===== config.mk =====
export PLATFORM = sky130hd
export DESIGN_NAME = data_wrsm
export DESIGN_NICKNAME = d
export VERILOG_FILES = /design/src/rtl/data_wrsm.sv
export SDC_FILE = /design/constraint.sdc
export NUM_CORES = 1
export LEC_CHECK = 0
export ABC_AREA = 1
export CORE_MARGIN = 4
export CORE_UTILIZATION = 52
export CTS_CLUSTER_DIAMETER = 200
export CTS_CLUSTER_SIZE = 12
export DETAILED_ROUTE_END_ITERATION = 12
export PLACE_DENSITY = 0.83
export SLEW_MARGIN = 20
export SYNTH_ARGS = -nofsm -noshare
export SYNTH_HDL_FRONTEND = slang
export SYNTH_SLANG_ARGS = --single-unit
export TNS_END_PERCENT = 50

===== constraint.sdc =====
create_clock -name clk -period 4.9 [get_ports clk]
set_input_delay 0.735 -clock clk [delete_from_list [all_inputs] [get_ports clk]]
set_output_delay 0.735 -clock clk [all_outputs]
set_load 0.05 [all_outputs]

===== src/rtl/data_wrsm.sv =====
// Two-entry in-order write buffer between an upstream valid/ready source and a FIFO write port.
// data_ready depends only on registered occupancy, so upstream sees no combinational path from Wfull.
module data_wrsm #(
  parameter int DW = 16
) (
  input  logic          clk,
  input  logic          rst,
  input  logic [DW-1:0] data_in,
  input  logic          data_valid,
  output logic          data_ready,
  input  logic          flush,
  input  logic          Wfull,
  output logic          Winc,
  output logic [DW-1:0] Wdata,
  output logic [15:0]   wr_count
);

  typedef enum logic [1:0] {
    EMPTY = 2'd0,
    ONE   = 2'd1,
    TWO   = 2'd2
  } state_e;

  state_e        state_q, state_d;
  logic [DW-1:0] head_q, head_d;
  logic [DW-1:0] tail_q, tail_d;
  logic [15:0]   cnt_q, cnt_d;
  logic          accept, write;

  assign data_ready = (state_q != TWO);
  assign Winc       = (state_q != EMPTY) && !Wfull;
  assign accept     = data_valid && data_ready;
  assign write      = Winc;
  // head_q is left untouched on entry to EMPTY, so it already holds the last presented word
  assign Wdata      = head_q;
  assign wr_count   = cnt_q;

  always_comb begin
    state_d = state_q;
    head_d  = head_q;
    tail_d  = tail_q;
    cnt_d   = cnt_q + {15'd0, write};
    unique case (state_q)
      EMPTY: begin
        if (accept) begin
          state_d = ONE;
          head_d  = data_in;
        end
      end
      ONE: begin
        unique case ({accept, write})
          2'b10: begin
            state_d = TWO;
            tail_d  = data_in;
          end
          2'b01: state_d = EMPTY;
          2'b11: head_d  = data_in;
          default: ;
        endcase
      end
      TWO: begin
        if (write) begin
          state_d = ONE;
          head_d  = tail_q;
        end
      end
      default: state_d = EMPTY;
    endcase
    // Flush drops any word offered this cycle but keeps Wdata stable
    if (flush) begin
      state_d = EMPTY;
      head_d  = head_q;
      tail_d  = tail_q;
    end
  end

  always_ff @(posedge clk) begin
    if (rst) begin
      state_q <= EMPTY;
      head_q  <= '0;
      tail_q  <= '0;
      cnt_q   <= '0;
    end else begin
      state_q <= state_d;
      head_q  <= head_d;
      tail_q  <= tail_d;
      cnt_q   <= cnt_d;
    end
  end

endmodule


== Word-level counts from Yosys, hierarchy flattened ==
Cells that the tools add are included.
Widths: inputs -> output; s select.
Storage, ports and cells
  bits of input ports: 21
  output and inout bits: 34
  logic and storage cells: 34
  register bits after elaboration: 50
Cells by class
  reductions and logical operators: 10
  mux-type cells: 8
  equal/unequal tests: 10
  add/sub/neg operators: 1
  bitwise gates (word level): 1
Operators with widths (count)
  $mux 16: 3
  $pmux 16 s3: 1
  $add 16x1->16: 1
  $eq 2x2->1 const B: 3
  $ne 2x2->1 const B: 3
  $pmux 2 s3: 1
  $reduce_and 3->1: 2
  $reduce_and 5->1: 1
  $eq 2x1->1 const B: 2
  $mux 2: 2
  $pmux 2 s2: 1
  $ne 3x2->1 const B: 1
  $reduce_bool 3->1: 1
  $logic_and 1x1->1: 2
  $logic_not 2->1: 1
  $ne 2x1->1 const B: 1
  $reduce_bool 2->1: 1
  $reduce_or 2->1: 1
  $logic_not 1->1: 1
  $not 1->1: 1

== Depth between registers and ports, before layout ==
  depth after elaboration: 5
  gate-level depth with buffers: 14

== Least setup slack after synthesis ==
OpenSTA, ideal clock, no wires.
  kind: in2reg
  from: in Wfull
  to: reg cnt_q[13], in the netlist wr_count[13]
  arrival: 2.147 ns
  stages: 7
  required time: 4.785 ns
  path slack: 2.638 ns
  setup time: 0.115 ns
  path buffers: 0
  cells stage by stage: nor2_1 ha_1 nand3_1 nor2_1 nand2_1 nand2_1 nor2_1
On the way
  word-level cells in the longest chain between the ends: 3
Ends and longest elaborated chain
  from (decl): line 12  | input logic Wfull,
  $logic_not 1->1: line 31  | assign Winc = (state_q != EMPTY) && !Wfull;
  $logic_and 1x1->1: line 31
  $add 16x1->16: line 42  | cnt_d = cnt_q + {15'd0, write};
  to (signal assigned): line 87  | cnt_q <= cnt_d;
  to (decl): line 27  | logic [15:0] cnt_q, cnt_d;
No other way between the ends.
A chain may end at the register's enable or synchronous reset.

== Final worst setup path ==
  from: in Wfull
  to: out Winc
On the way
  word-level cells in the longest chain between the ends: 2
Ends and longest elaborated chain
  $logic_not 1->1: line 31
  $logic_and 1x1->1: line 31
  to (decl): line 13  | output logic Winc,
No other way between the ends.

==> flow_metrics.tcl <==
set metrics [dict create \
    post-synth-top-count-cell "nand2_1" \
    rows 24 \
    portBuffers 54 \
    yosys.area_share.simple_pct 28.2 \
    cts_tree "built" \
    relSlewSlack_pct 51.4 \
    die_h_microns 74.8 \
    diodes 0 \
    worst_pin_slew_ns 0.728 \
    finalSetupViolCount 0 \
    hold_class "reg -> reg" \
    hold_viol 0 \
    dp_hpwl_microns 3920 \
    cts_setup_buffers 0 \
    start_util_pct 53.4 \
    critPathArrivalTime_ns 2.37 \
    grt_pass1_wl_microns 9030 \
    gr-usage-met3_pct 5.47 \
    cp_slowest_cell "clkdlybuf4s50_1" \
    htree_num_levels 2 \
    cts.clk_slew.worst_paths_ns 0.09 \
    grt_pass1_vias 2120 \
    synth_mux_area_share_pct 0 \
    cp-end-kind "output pin" \
    globalRoute.busiestLayer "met2" \
    dp_cells 418 \
    path_class "in -> out" \
    p_comb_share_pct 14.0 \
    gr-usage-met1_pct 25.1 \
    grt_max_degree 26 \
    cp_cell_sequence "clkdlybuf4s50_1 -> nor2_1 -> clkdlybuf4s50_1" \
    synth_top_family_by_area "simple AND/OR/NAND/NOR gates" \
    yosys.area.top_type "dfxtp_1" \
    fin_tns_setup_ns 0 \
    fillerInstances 391 \
    clock_power_share_pct 30.8 \
    rsz0062_at_grt "no" \
    power.share.sequential_pct 55.2 \
    die_w_microns 74.8 \
    period_share_pct 63.4 \
    multi_input_area_sq_um 1140 \
    synth.yosys.warnings 0 \
    wl_per_cell_microns 12.7 \
    cts_buffers 5 \
    fin_nets 396 \
    syn_nets 349 \
    fin_skew_ns 0.0123 \
    first_pass_iters 4 \
    avgSynthCellArea_sq_um 7.13 \
    clk_latency_ns 0.30 \
    ys_seq_elements 50 \
    seq_area_sq_um 1000 \
    synth_compound_area_share_pct 19.5 \
    p_per_area_nw_per_um2 259 \
    p_int_uw 556 \
    synth.top_cells.by_count "nand2_1 (75), nor2_1 (54), dfxtp_1 (50)" \
    synthCells 326 \
    wl_microns 5400 \
    cts_hold_buffers 0 \
    gp_congestion 0.837 \
    fmax_ghz 0.322 \
    p_total_uw 763 \
    synthArstFlopShare_pct 0 \
    crit_fanout 6 \
    syn_area_sq_um 2320 \
    hold_ws_ns 0.456 \
    ctsResizeCount 0 \
    synthXorXnorAreaFrac_pct 0.377 \
    crit_required_ns 4.16 \
    yosysUniqueCellTypes 26 \
    cts_root_buf "clkbuf_8" \
    vias 2300 \
    ys_seq_area_share_pct 43.1 \
    drc 0 \
    areaGrowthSynthToFinish_pct 26.9 \
    cts.sinks 50 \
    overflow 0 \
    die_area_sq_um 5600 \
    antenna_left 0 \
    antenna_found_initial 0 \
    pin_count 55 \
    max-cap-violations 0 \
    path_common_cell "clkdlybuf4s50_1" \
    synth_top_area_share_pct 43.1 \
    fin_cells 426 \
    synth_adder_area_share_pct 1.08 \
    period_minus_slack_ns 3.11 \
    total_leakage_power_uw 0.00118 \
    synth_top_cells_by_area "dfxtp_1 (43%), nand2_1 (12%), nor2_1 (8.7%), o2111ai_1 (5.7%), a21oi_1 (5.4%)" \
    drv_slew 0 \
    synth_edf_count 0 \
    p_sw_uw 207 \
    synth_flop_cell "dfxtp_1" \
    drive_above_1_share_pct 4.81 \
    grt_use_met2_pct 35.4 \
    max_stage_delay_ns 0.85 \
    track_usage_pct 20.7 \
    peakVddDrop_mv 0.203 \
    drtIter0Drc 160 \
    clk_path_buf_depth 2 \
    core_area_sq_um 4350 \
    cp-start-kind "input pin" \
    swShare_pct 27.1 \
    vias_per_cell 5.40 \
    status "complete, no violations" \
]
==> placed cells by master (no fill, tap or decap) <==
cell type / n
nand2_1: 75
a21oi_1: 25
nor3_1: 1
nor2_2: 2
a31oi_1: 2
xor2_1: 1
o211ai_4: 1
nand3_1: 22
a211oi_1: 2
o2111ai_1: 15
nand4_1: 5
clkinv_2: 1
inv_2: 4
nand2_4: 1
inv_1: 21
buf_4: 2
o21ai_0: 22
dfxtp_1: 50
o21ai_4: 1
clkinv_4: 1
ha_1: 2
clkbuf_1: 1
clkbuf_8: 5
clkinv_1: 1
o21bai_1: 1
clkdlybuf4s50_1: 54
o21a_1: 2
nor2_1: 54
==> power by group through the flow <==
stage / clock (uW) / combinational (uW) / sequential [uW]
floorplan: 0 / 42.2 / 454
global placement: 0 / 106 / 430
detailed placement: 0 / 106 / 430
CTS: 240 / 107 / 421
global route: 258 / 116 / 422
finish: 235 / 107 / 421
==> path summary, 6_finish.rpt <==
kind,from,to,slack (ns),cells after the start
worst max-delay path,Wfull,Winc,1.79,3
worst min register to register,tail_q[9],tail_q[9],0.46,2
worst max register to register,state_q[1],wr_count[12],2.86,15
worst min-delay path,tail_q[9],tail_q[9],0.46,2
==> critical path: cells and delay by family <==
family / cells / cell delay, ns
buffers and inverters: 2 / 1.37
AND/OR/NAND/NOR: 1 / 0.27
==> stage by stage <==
stage,setup slack [ns],area (sq um),utilization (%)
after detailed placement,1.80,2860,65.7
final,1.79,2950,67.7
after CTS,1.79,2950,67.7
after floorplan,2.64,2320,-
after global placement,1.81,2860,65.7
after global routing,1.72,2950,67.7
==> layout make-up <==
type / count / area share, %
Tap cell: 52 / 2.21
Inverter: 26 / 3.31
Multi-Input combinational cell: 234 / 38.8
Clock buffer: 6 / 2.46
Timing Repair Buffer: 56 / 18.8
Sequential cell: 50 / 34.0
Clock inverter: 2 / 0.467
==> per-layer routing <==
layer / vias up / part of all wire, % / routed length [microns]
li1: 1184 / - / -
met1: 1044 / 43 / 2330
met2: 65 / 50 / 2700
met5: - / 0 / 0
met4: 0 / 1.3 / 72
met3: 7 / 5.5 / 295
==> registers in the layout (all words and copies together), names as in the netlist <==
name and cells:
wr_count 16, Wdata 16, state_q 2, tail_q 16
==> cells by family (layout without fill, tap and decap cells) <==
kind of cell / Yosys count / count (layout)
buffers and inverters: 42 / 90
AOI/OAI and AO/OA: 71 / 71
and+or+nand+nor: 160 / 160
DFF: 50 / 50
xor gates and xnor gates: 1 / 1
adders and majority gates: 2 / 2
No activity file was read; power rests on OpenSTA's default activity.
